## src/rtl/rvv_vd_collector.sv

```systemverilog
// rvv_vd_collector
//   Receive end of the vector ALU lane-result interface. It collects per-lane
//   slices into a copy of the old destination register, applying the v0 mask
//   and the tail rule (elements >= vl keep their old value). It then issues a
//   single one-cycle VLEN-bit writeback to the vector register file.
//
// Optional feature macro: RVV_VD_COLLECT_CHK_EN
//   When defined, a per-slice "written" bitmap flags a slice position that is
//   written twice in one operation, including a same-cycle lane collision.
//   The flag is raised on err. Data behaviour is unchanged: the last writer
//   wins.
//
// Ports:
//   clk, reset   clock, synchronous active-high reset
//   start        begin an operation (sampled only in IDLE)
//   vd_old       prior destination contents, captured at start
//   mask_in      v0 mask bits, captured at start
//   instr_mask   1 = masked instruction, captured at start
//   vsew         element width code (SEW = 8 << vsew), captured at start
//   vl           active vector length, captured at start
//   lane_vd      lane i result in [64i+63:64i]; only the low W bits are used
//   lane_index   lane i bit offset in [10i+9:10i]
//   lane_valid   lane i slice valid this cycle
//   alu_done     ALU has issued its last slice
//   vd_out       assembled register, valid while wr_en = 1
//   wr_en, done  one-cycle write strobe / completion pulse
//   busy         high in COLLECT and WRITE
//   err          sticky error flag, cleared by start or reset
module rvv_vd_collector #(
    parameter int VLEN       = 128,
    parameter int LANE_WIDTH = 3,
    parameter int NB_LANES   = 1
) (
    input  logic                            clk,
    input  logic                            reset,
    input  logic                            start,
    input  logic [VLEN-1:0]                 vd_old,
    input  logic [VLEN-1:0]                 mask_in,
    input  logic                            instr_mask,
    input  logic [2:0]                      vsew,
    input  logic [10:0]                     vl,
    input  logic [64*(1<<NB_LANES)-1:0]     lane_vd,
    input  logic [10*(1<<NB_LANES)-1:0]     lane_index,
    input  logic [(1<<NB_LANES)-1:0]        lane_valid,
    input  logic                            alu_done,
    output logic [VLEN-1:0]                 vd_out,
    output logic                            wr_en,
    output logic                            done,
    output logic                            busy,
    output logic                            err
);

    localparam int W     = 1 << LANE_WIDTH;
    localparam int L     = 1 << NB_LANES;
    localparam int NSLOT = VLEN / W;

    typedef enum logic [1:0] {
        S_IDLE    = 2'd0,
        S_COLLECT = 2'd1,
        S_WRITE   = 2'd2
    } state_t;

    state_t            state_q, state_d;
    logic [VLEN-1:0]   buf_q, buf_d;
    logic [VLEN-1:0]   mask_q, mask_d;
    logic              instr_mask_q, instr_mask_d;
    logic [2:0]        vsew_q, vsew_d;
    logic [10:0]       vl_q, vl_d;
    logic              err_q, err_d;
    logic [VLEN-1:0]   vd_out_q, vd_out_d;
    logic              wr_en_q, wr_en_d;
    logic              done_q, done_d;
    logic              busy_q, busy_d;
`ifdef RVV_VD_COLLECT_CHK_EN
    logic [NSLOT-1:0]  written_q, written_d;
`endif

    // Per-lane decode temporaries, rewritten for every lane in the loop below.
    logic [9:0]        idx_s;
    logic [9:0]        elem_s;
    logic [9:0]        slot_s;
    logic              oor_s;
    logic              tail_s;
    logic              moff_s;
    logic              accept_s;

    // Only the low W bits of each lane word carry data.
    logic              lane_vd_unused_s;
    assign lane_vd_unused_s = ^lane_vd;

    // Next-state, buffer assembly and output computation.
    always_comb begin
        state_d      = state_q;
        buf_d        = buf_q;
        mask_d       = mask_q;
        instr_mask_d = instr_mask_q;
        vsew_d       = vsew_q;
        vl_d         = vl_q;
        err_d        = err_q;
        vd_out_d     = vd_out_q;
        wr_en_d      = 1'b0;
        done_d       = 1'b0;
`ifdef RVV_VD_COLLECT_CHK_EN
        written_d    = written_q;
`endif
        idx_s        = 10'd0;
        elem_s       = 10'd0;
        slot_s       = 10'd0;
        oor_s        = 1'b0;
        tail_s       = 1'b0;
        moff_s       = 1'b0;
        accept_s     = 1'b0;

        case (state_q)
            S_IDLE: begin
                if (start) begin
                    buf_d        = vd_old;
                    mask_d       = mask_in;
                    instr_mask_d = instr_mask;
                    vsew_d       = vsew;
                    vl_d         = vl;
                    err_d        = 1'b0;
`ifdef RVV_VD_COLLECT_CHK_EN
                    written_d    = {NSLOT{1'b0}};
`endif
                    state_d      = S_COLLECT;
                end else begin
                    state_d      = S_IDLE;
                end
            end
            S_COLLECT: begin
                // Ascending lane order: a higher lane overwrites a lower one
                // targeting the same slice in the same cycle.
                for (int i = 0; i < L; i++) begin
                    idx_s  = lane_index[10*i +: 10];
                    // Element number: 4-bit shift amount avoids wrap for vsew >= 5.
                    elem_s = idx_s >> ({1'b0, vsew_q} + 4'd3);
                    slot_s = idx_s >> LANE_WIDTH;
                    oor_s  = (({1'b0, idx_s} + 11'(W)) > 11'(VLEN)) ||
                             (idx_s[LANE_WIDTH-1:0] != {LANE_WIDTH{1'b0}});
                    tail_s = ({1'b0, elem_s} >= vl_q);
                    moff_s = instr_mask_q &&
                             ~|(mask_q & ({{(VLEN-1){1'b0}}, 1'b1} << elem_s));
                    accept_s = lane_valid[i] && !oor_s && !tail_s && !moff_s;
                    if (lane_valid[i] && oor_s) begin
                        err_d = 1'b1;
                    end else begin
                        err_d = err_d;
                    end
                    for (int s = 0; s < NSLOT; s++) begin
                        if (accept_s && (slot_s == 10'(s))) begin
                            buf_d[s*W +: W] = lane_vd[64*i +: W];
`ifdef RVV_VD_COLLECT_CHK_EN
                            if (written_d[s]) begin
                                err_d = 1'b1;
                            end else begin
                                err_d = err_d;
                            end
                            written_d[s] = 1'b1;
`endif
                        end else begin
                            buf_d[s*W +: W] = buf_d[s*W +: W];
                        end
                    end
                end
                if (alu_done) begin
                    // Slices of the alu_done cycle are already merged in buf_d.
                    state_d  = S_WRITE;
                    vd_out_d = buf_d;
                    wr_en_d  = 1'b1;
                    done_d   = 1'b1;
                end else begin
                    state_d  = S_COLLECT;
                end
            end
            S_WRITE: begin
                state_d = S_IDLE;
            end
            default: begin
                state_d = S_IDLE;
            end
        endcase

        busy_d = (state_d != S_IDLE);
    end

    // State and output registers with synchronous reset.
    always_ff @(posedge clk) begin
        if (reset) begin
            state_q      <= S_IDLE;
            buf_q        <= {VLEN{1'b0}};
            mask_q       <= {VLEN{1'b0}};
            instr_mask_q <= 1'b0;
            vsew_q       <= 3'd0;
            vl_q         <= 11'd0;
            err_q        <= 1'b0;
            vd_out_q     <= {VLEN{1'b0}};
            wr_en_q      <= 1'b0;
            done_q       <= 1'b0;
            busy_q       <= 1'b0;
`ifdef RVV_VD_COLLECT_CHK_EN
            written_q    <= {NSLOT{1'b0}};
`endif
        end else begin
            state_q      <= state_d;
            buf_q        <= buf_d;
            mask_q       <= mask_d;
            instr_mask_q <= instr_mask_d;
            vsew_q       <= vsew_d;
            vl_q         <= vl_d;
            err_q        <= err_d;
            vd_out_q     <= vd_out_d;
            wr_en_q      <= wr_en_d;
            done_q       <= done_d;
            busy_q       <= busy_d;
`ifdef RVV_VD_COLLECT_CHK_EN
            written_q    <= written_d;
`endif
        end
    end

    assign vd_out = vd_out_q;
    assign wr_en  = wr_en_q;
    assign done   = done_q;
    assign busy   = busy_q;
    assign err    = err_q;

endmodule

```

## config.mk

```make
export PLATFORM = sky130hd
export DESIGN_NAME = rvv_vd_collector
export DESIGN_NICKNAME = d
export VERILOG_FILES = /design/src/rtl/rvv_vd_collector.sv
export SDC_FILE = /design/constraint.sdc
export NUM_CORES = 1
export LEC_CHECK = 0
export BUFFER_PORTS_ARGS = -buffer_cell sky130_fd_sc_hd__buf_2
export CAP_MARGIN = 10
export CORE_MARGIN = 5
export CORE_UTILIZATION = 25
export CTS_BUF_LIST = sky130_fd_sc_hd__clkbuf_8
export DETAILED_ROUTE_END_ITERATION = 10
export HOLD_SLACK_MARGIN = 0.08
export SLEW_MARGIN = 20
export SYNTH_ARGS = -nofsm -noshare
export SYNTH_HDL_FRONTEND = slang
export SYNTH_SLANG_ARGS = --single-unit
```

## constraint.sdc

```tcl
create_clock -name clk -period 4.2 [get_ports clk]
set_input_delay 0.21 -clock clk [delete_from_list [all_inputs] [get_ports clk]]
set_output_delay 0.21 -clock clk [all_outputs]
set_load 0.005 [all_outputs]
```

# == After elaboration in Yosys (flattened, before gate mapping) ==
# Index checks and enable logic that the tools add are counted.
# Widths: inputs -> output; s select.
# op_classes
addsub,3
order_cmp,4
n_eq_ne,33
n_shift,4
n_mux,42
n_bitwise,3
reduce_logical,66
# ops
operator,count
$and 128x128->128,2
$mux 8,32
$pmux 128 s2,1
$reduce_or 128->1,2
$shl 1x10->128 const A,2
$mux 128,1
$eq 7x4->1 const B,16
$eq 7x3->1 const B,8
$logic_and 1x1->1,42
$eq 7x2->1 const B,4
$add 10x4->11 const B,2
$ge 10x11->1,2
$gt 11x8->1 const B,2
$logic_not 10->1,2
$shr 10x4->10,2
$eq 7x1->1 const B,2
$logic_not 1->1,8
$reduce_and 2->1,3
$reduce_bool 3->1,2
$mux 1,5
$add 3x2->4 const B,1
$pmux 2 s2,1
$reduce_bool 2->1,2
$ne 3x3->1 const B,1
other kinds (9),10
# word_totals
register_bits,404
in_bits,425
out_inout_bits,132
wordCells,165

# == Depth between registers and ports, before layout ==
# Gate-level depths: netlist (run 1).
# depth
word_depth,13
mapped_depth,23
depth_no_buf,16

# == Least setup slack after synthesis (run 1) ==
# OpenSTA, ideal clock, no wires.
# synth_timing
path_kind,reg-to-reg
start,register vsew_q[1]
end,register buf_q[94]
arrival_ps,4365
required_ps,4108
slack_ps,-257
path_stages_with_launch,21
path_buffers,4
synth_period_minus_slack_ps,4457
path_cell_list,dfxtp_1 buf_2 mux2_2 nor2_1 a2bb2oi_1 inv_1 clkbuf_1 ha_1 nor2b_1 o21a_1 o21a_1 o21a_1 o21ai_0 a21oi_1 or4_1 clkbuf_1 a211oi_1 clkbuf_1 nor2_1 a21o_1 o32ai_1
# synth_via
elab_chain_len,13
word_cells_on_any_way,28
classes_between,add/sub: 1; order compare: 2; shift: 4; mux: 3; bitwise: 2; reduce/logical: 16
# synth_lines
element,line_no,source
start: declaration,67,"logic [2:0] vsew_q, vsew_d;"
start signal: assignment,209,vsew_q <= vsew_d;
$add 3x2->4 *,137,"elem_s = idx_s >> ({1'b0, vsew_q} + 4'd3);"
$shr 10x4->10,137,
$shl 1x10->128,143,"~|(mask_q & ({{(VLEN-1){1'b0}}, 1'b1} << elem_s));"
$and 128x128->128,143,
$reduce_or 128->1,143,
$logic_not 1->1,143,
$logic_and 1x1->1,142,moff_s = instr_mask_q &&
$logic_not 1->1,144,accept_s = lane_valid[i] && !oor_s && !tail_s && !moff_s;
$logic_and 1x1->1,144,
$logic_and 1x1->1,151,if (accept_s && (slot_s == 10'(s))) begin
$mux 8,151,
$mux 8 *,151,
$pmux 128 s2 *,114,case (state_q)
end signal: assignment,191,buf_q <= {VLEN{1'b0}};
end signal: assignment,206,buf_q <= buf_d;
end: declaration,64,"logic [VLEN-1:0] buf_q, buf_d;"
# Every way passes the cells marked *; elsewhere a longest branch is shown, timed or not.
# A chain may end at the register's enable or synchronous reset.

# == Worst setup path after layout (run 1) ==
# layout_timing
start,register vsew_q[0]
end,register vd_out_q[69] (netlist: vd_out[69])
# layout_via
elab_chain_len,12
word_cells_on_any_way,27
classes_between,add/sub: 1; order compare: 2; shift: 4; mux: 2; bitwise: 2; reduce/logical: 16
# layout_lines
element,line_no,source
$add 3x2->4 *,137,
$shr 10x4->10,137,
$shl 1x10->128,143,
$and 128x128->128,143,
$reduce_or 128->1,143,
$logic_not 1->1,143,
$logic_and 1x1->1,142,
$logic_not 1->1,144,
$logic_and 1x1->1,144,
$logic_and 1x1->1,151,
$mux 8,151,
$mux 8 *,151,
end signal: assignment,197,vd_out_q <= {VLEN{1'b0}};
end signal: assignment,212,vd_out_q <= vd_out_d;
end: declaration,70,"logic [VLEN-1:0] vd_out_q, vd_out_d;"
# Marked as above.

==> results.ini, run 1 <==
[power_and_ir_drop]
peakVddDrop_v = 0.000180
total_power_mw = 9.82
p_per_area_nw_per_um2 = 321
total_leakage_power_nw = 12.1

[worst_setup_path]
crit_buf_inv = 5
cp.required_ps = 4710
crit_chain = buf_12 -> buf_4 -> nand2b_1 -> o21ai_0 -> a221o_1 -> buf_12 -> a22o_1 -> a21oi_1 -> o22ai_1 -> nor4_4 -> buf_12 -> buf_4 -> a31oi_2 -> mux2_2 -> mux2i_2 -> o21ai_0
cp_max_fo = 19
end_kind = register
crit_top_cell = buf_12
cp_top_family = compound AO/OA/AOI/OAI gates
crit_type = reg2reg
arrival_ps = 4630
cp_slowest_stage_delay_ps = 470
cp-start-kind = register
cp_slowest_cell = a221o_1

[cells_and_area]
multi_input_area_um2 = 13000
seq_area_um2 = 7610
area_delta_synth_final_pct = 41.8
nets = 3939
stdcell_area_um2 = 30600
final_util_pct = 35.8
final.fill_count = 8881
drive_above_1_share_pct = 26.9

[synth]
synth_seq_cells = 380
synthCells = 2740
synthArstFlopShare_pct = 0
synth_fp_nets = 3187
synth_flop_cell = dfxtp_1
yosysSeqAreaShare_pct = 35.2
yosys.area.top_type = dfxtp_1
synth_area_leaders = dfxtp_1 35%, nand2_1 9.1%, a21oi_1 4.9%
yosysWarnings = 0
netlist_area_um2 = 21600
synth_edf_count = 0
yosys-top-cells-count = 524 x nand2_1, 380 x dfxtp_1, 213 x a21oi_1
synth_area_per_cell_um2 = 7.88
synth_top_area_share_pct = 35.2
yosysMostFrequentCell = nand2_1
yosysUniqueCellTypes = 97

[global_routing]
antenna_found_initial = 19
grt_pass1_wl_mm = 165
gr-total-overflow = 0
grt_pass1_vias = 24905
grt_max_degree = 106
grtUsageTotal_pct = 23.1

[timing]
fmax_mhz = 243
post-route-period-util_pct = 98.1
drv_slew = 0
tightest_slew_ps = 1080
min_period_ps = 4120
holdWs_ps = 168
setup_slack_ps = 79.0
relSlewSlack_pct = 28.1
finClkSkew_ps = 66.0
finalSetupViolCount = 0
rsz0062_at_grt = yes
hold_viol_final = 0

[worst_hold_path]
hp-class = in2reg

[routing]
wl_met3_mm = 10.7
dr.pass1.iters = 6
maxUsedRoutingLayer = met5
viasPerCell = 5.46
wl_met2_mm = 50.0
vias = 25598
drt-initial-drc-count = 2755
drc = 0
drtAntennaViolNets = 0
detail_route.wl_per_cell_um = 24.3
drt-met1-wl_mm = 45.6
wirelength_mm = 114

[die]
row_count = 107
die_y_um = 304
start_util_pct = 25.3
dieWidth_um = 304
fp.dieArea_um2 = 92300
fp.coreArea_um2 = 85400
ios = 557

[outcome]
outcome = complete, no violations

[clock_network]
cts.clk_slew.worst_paths_ps = 60
cts_htree_levels = 3
cts_root_buf = clkbuf_8
clock-sinks = 380
clk_path_buf_depth = 3
cts-buffers-inserted = 66
cts_tree = built
worstSkewPairLatency_ps = 690

[placement]
dp_worst_setup_slack_ps = -218
dpl-instance-area_um2 = 26400
dp_hpwl_mm = 81.7
numPortBuffers = 420
place.gp.congestion = 0.949

[flow_run]
maxCapViolations = 0

-- cell type report --
cell class	instances	share of cell area, %
well taps	1144	4.68
flip-flops and latches	380	24.9
multi-input cells	2049	42.4
clock buffers	79	3.55
clock inverters	30	0.666
inverters	41	0.503
diodes	12	0.0981
repair buffers	954	23.2
-- layer usage --
layer,global-route usage [%],vias up
li1,-,11640
met1,28.7,12211
met2,36.2,1379
met3,6.19,360
met4,13.5,8
met5,0,-
-- worst reg2reg max path, delay by kind of cell, from the launching register on --
family	cells	cell delay, ps
compound gates	7	1540
buf+inv	5	1020
simple gates	2	530
mux	2	520
flops	1	400
-- metrics by stage --
step                      instances  setup TNS, ps
final                          4689              0
after global routing           4685          -33.4
after floorplan                2740              0
after global placement         4309         -10090
after detailed placement       4309         -16880
after CTS                      4671              0
-- cells by family after synthesis --
| kind of cell | after synthesis | synth area share, % |
|---|---|---|
| buffers and inverters | 311 | 6.13 |
| AO/OA/AOI/OAI | 916 | 29.8 |
| multiplexers | 135 | 6.50 |
| adder cells (fa/ha/maj) | 22 | 1.28 |
| flip-flops | 380 | 35.2 |
| AND/OR/NAND/NOR | 976 | 21.0 |
-- registers in the layout, summed over array words and instances (netlist names) --
register and flops:
instr_mask_q 1, buf_q 128, vsew_q 3, vd_out 128, state_q 2, mask_q 104
busy 1, vl_q 11, done 1, err 1
-- placed cells by master (no fill, tap or decap), types with 18 or more instances in the layout --
cell / synthesis / final
o22ai_1: 18 / 18
inv_1: 39 / 56
o21ai_0: 161 / 156
dfxtp_1: 380 / 378
clkbuf_8: 0 / 79
mux2_2: 34 / 33
a31o_2: 31 / 32
o31ai_1: 45 / 45
dlygate4sd3_1: 0 / 252
a221o_1: 23 / 23
a31oi_1: 21 / 19
buf_12: 0 / 27
nor2b_1: 25 / 22
a22o_1: 21 / 21
nand2_1: 524 / 522
nand2b_1: 27 / 24
o21a_1: 21 / 21
mux2i_1: 98 / 88
and3_1: 25 / 25
ha_1: 22 / 22
buf_4: 9 / 251
nor2_1: 101 / 94
a211oi_1: 33 / 30
buf_2: 28 / 419
a21oi_1: 213 / 211
a22oi_1: 101 / 101
nand3_1: 98 / 96
o32ai_1: 18 / 18
nor3_1: 42 / 42
-- timing repair --
action | in CTS | in global routing
cloned | 0 | 1
pin swaps | 1 | 11
buffers inserted | 1 | 4
hold endpoints to repair | 248 | 0
resized for setup | 6 | 51
hold buffers | 252 | 0
endpoints found under the setup margin | 244 | 248
-- worst paths after layout --
kind	endpoint	start	slack, ps	cells past startpoint
setup / recovery	vd_out[69]	vsew_q[0]	80	16
hold / removal	buf_q[124]	lane_vd[4]	170	3
setup reg to reg	vd_out[69]	vsew_q[0]	80	16
hold reg to reg	vd_out[110]	vd_out[110]	450	2
-- report_power, final --
| group | switching [mW] | internal [mW] | total [mW] |
|---|---|---|---|
| logic | 1.38 | 0.995 | 2.37 |
| clock network | 1.69 | 1.78 | 3.46 |
| registers | 0.171 | 3.81 | 3.98 |
Note: power is estimated with default switching activity, not from simulation.
==> inputs of run 2 (changes only) <==
--- a/config.mk
+++ b/config.mk
@@ -12,6 +12,7 @@
 export CTS_BUF_LIST = sky130_fd_sc_hd__clkbuf_8
 export DETAILED_ROUTE_END_ITERATION = 10
 export HOLD_SLACK_MARGIN = 0.08
+export RECOVER_POWER = 25
 export SLEW_MARGIN = 20
 export SYNTH_ARGS = -nofsm -noshare
 export SYNTH_HDL_FRONTEND = slang
==> run 2 against run 1 <==
Clock skew up 3.5 ps. Via count up 0.19%. Sequential cell count unchanged. Fmax about the same. Cell area down 0.43%. Critical endpoint unchanged.
==> results.ini, run 2 (synthesis results as in run 1) <==
[cells_and_area]
mostFrequentLayoutCells = 522 x nand2_1, 378 x dfxtp_1, 312 x buf_2  ; was 522 x nand2_1, 419 x buf_2, 378 x dfxtp_1
seq_area_um2 = 7610  ; unchanged
nets = 3939  ; unchanged
final_common_cell = nand2_1  ; unchanged
area_delta_synth_final_pct = 41.2  ; was 41.8%
final_util_pct = 35.7  ; was 35.8%
drive_above_1_share_pct = 23.9  ; was 26.9%
multi_input_area_um2 = 13000  ; unchanged
final.fill_count = 8939  ; was 8881

[timing]
finClkSkew_ps = 69.4  ; was 66.0 ps
rsz0062_at_grt = yes  ; unchanged
post-route-period-util_pct = 98.2  ; was 98.1%
min_period_ps = 4120  ; about the same
setup_slack_ps = 76.5  ; was 79.0 ps
tightest_slew_ps = 1050  ; was 1080 ps
hold_viol_final = 0  ; unchanged
relSlewSlack_pct = 30.0  ; was 28.1%
fmax_mhz = 243  ; about the same
drv_slew = 0  ; unchanged
finalSetupViolCount = 0  ; unchanged

[worst_setup_path]
crit_top_cell = buf_12  ; unchanged
crit_type = reg2reg  ; unchanged
cp_slowest_stage_delay_ps = 470  ; about the same
cp-start-kind = register  ; unchanged
cp_slowest_cell = a221o_1  ; unchanged
end_kind = register  ; unchanged
cp_top_family = compound AO/OA/AOI/OAI gates  ; unchanged
crit_chain = buf_12 -> buf_4 -> nand2b_1 -> o21ai_0 -> a221o_1 -> buf_12 -> a22o_1 -> a21oi_1 -> o22ai_1 -> nor4_4 -> buf_12 -> buf_4 -> a31oi_2 -> mux2_2 -> mux2i_2 -> o21ai_0  ; unchanged
arrival_ps = 4630  ; about the same
cp.required_ps = 4710  ; about the same
crit_buf_inv = 5  ; unchanged
cp_max_fo = 19  ; unchanged

[outcome]
outcome = complete, no violations  ; unchanged

[global_routing]
antenna_found_initial = 19  ; unchanged
grt_pass1_wl_mm = 165  ; unchanged
grtUsageTotal_pct = 23.1  ; unchanged
gr-total-overflow = 0  ; unchanged
grt_pass1_vias = 24905  ; unchanged
grt_max_degree = 106  ; unchanged

[clock_network]
clock-sinks = 380  ; unchanged
cts_root_buf = clkbuf_8  ; unchanged
cts.clk_slew.worst_paths_ps = 60  ; about the same
cts_htree_levels = 3  ; unchanged
clk_path_buf_depth = 3  ; unchanged
cts-buffers-inserted = 66  ; unchanged
cts_tree = built  ; unchanged
worstSkewPairLatency_ps = 690  ; about the same

[placement]
numPortBuffers = 420  ; unchanged
dp_worst_setup_slack_ps = -218  ; unchanged
place.gp.congestion = 0.949  ; unchanged
dp_hpwl_mm = 81.7  ; unchanged

[die]
start_util_pct = 25.3  ; unchanged
ios = 557  ; unchanged
die_y_um = 304  ; unchanged
dieWidth_um = 304  ; unchanged
row_count = 107  ; unchanged
fp.dieArea_um2 = 92300  ; unchanged
fp.coreArea_um2 = 85400  ; unchanged

[routing]
dr.pass1.iters = 8  ; was 6
drtAntennaViolNets = 0  ; unchanged
drc = 0  ; unchanged
drt-initial-drc-count = 2778  ; was 2755
vias = 25646  ; was 25598
wirelength_mm = 114  ; about the same
viasPerCell = 5.47  ; was 5.46
detail_route.wl_per_cell_um = 24.2  ; was 24.3 um

[power_and_ir_drop]
p_per_area_nw_per_um2 = 322  ; was 321 nW/um2
total_leakage_power_nw = 11.6  ; was 12.1 nW
peakVddDrop_v = 0.000182  ; was 0.000180 V
total_power_mw = 9.82  ; about the same

[worst_hold_path]
hp-class = in2reg  ; unchanged

[flow_run]
maxCapViolations = 0  ; unchanged

[run 2: cell count changes in the layout (fill, tap and decap cells not counted), sizes merged]
| cell | before | now |
|---|---|---|
| buf | 701 | 594 |
| clkbuf | 80 | 187 |
| diode | 12 | 13 |
[run 2: final timing paths]
path / startpoint / to / slack [ps] / cells past startpoint
worst max-delay path: vsew_q[0] / vd_out[69] / 80 / 16
worst min-delay path: lane_vd[4] / buf_q[124] / 160 / 3
worst max register to register: vsew_q[0] / vd_out[69] / 80 / 16
worst min register to register: vd_out[72] / vd_out[72] / 450 / 2
[run 2: layer usage]
metal,track usage [%],wire length (um),vias to the layer above
li1,-,-,11642
met1,28.7,45700,12245
met2,36.2,49900,1390
met3,6.19,10700,361
met4,13.5,7350,8
met5,0,55,-
[run 2: worst reg2reg max path, cell delays in order (launching register included)]
cell and delay (ps):
dfxtp_4 400, buf_12 180, buf_4 200, nand2b_1 130, o21ai_0 130, a221o_1 470
buf_12 200, a22o_1 250, a21oi_1 240, o22ai_1 160, nor4_4 400, buf_12 210
buf_4 210, a31oi_2 190, mux2_2 330, mux2i_2 190, o21ai_0 110
[run 2: layout make-up]
class,count,share of cell area [%]
Clock buffer,79,3.57
Timing Repair Buffer,954,22.9
Sequential cell,380,25.0
Inverter,41,0.505
Antenna cell,13,0.107
Clock inverter,30,0.669
Tap cell,1144,4.70
Multi-Input combinational cell,2049,42.6
[run 2: stage by stage]
step	instances	area (um2)	setup TNS, ps	hold WS [ps]
floorplan	2740	21600	0	342
global placement	4309	26400	-10090	433
detailed placement	4309	26400	-16880	439
CTS	4671	30300	0	100
global route	4685	30500	-33.4	151
finish	4690	30500	0	160
[run 2: power breakdown]
group	internal (mW)	total [mW]	switching, mW
clock	1.78	3.47	1.69
sequential	3.81	3.98	0.171
combinational	0.989	2.36	1.38
total	6.58	9.82	3.24
[run 2: repair_timing]
| item | in CTS | in global routing |
|---|---|---|
| gates resized for setup | 6 | 51 |
| setup buffers | 1 | 4 |
| pin swaps | 1 | 11 |
| setup endpoints to repair | 244 | 248 |
| endpoints found under the hold margin | 248 | 0 |
| gates cloned | 0 | 1 |
| hold buffers | 252 | 0 |
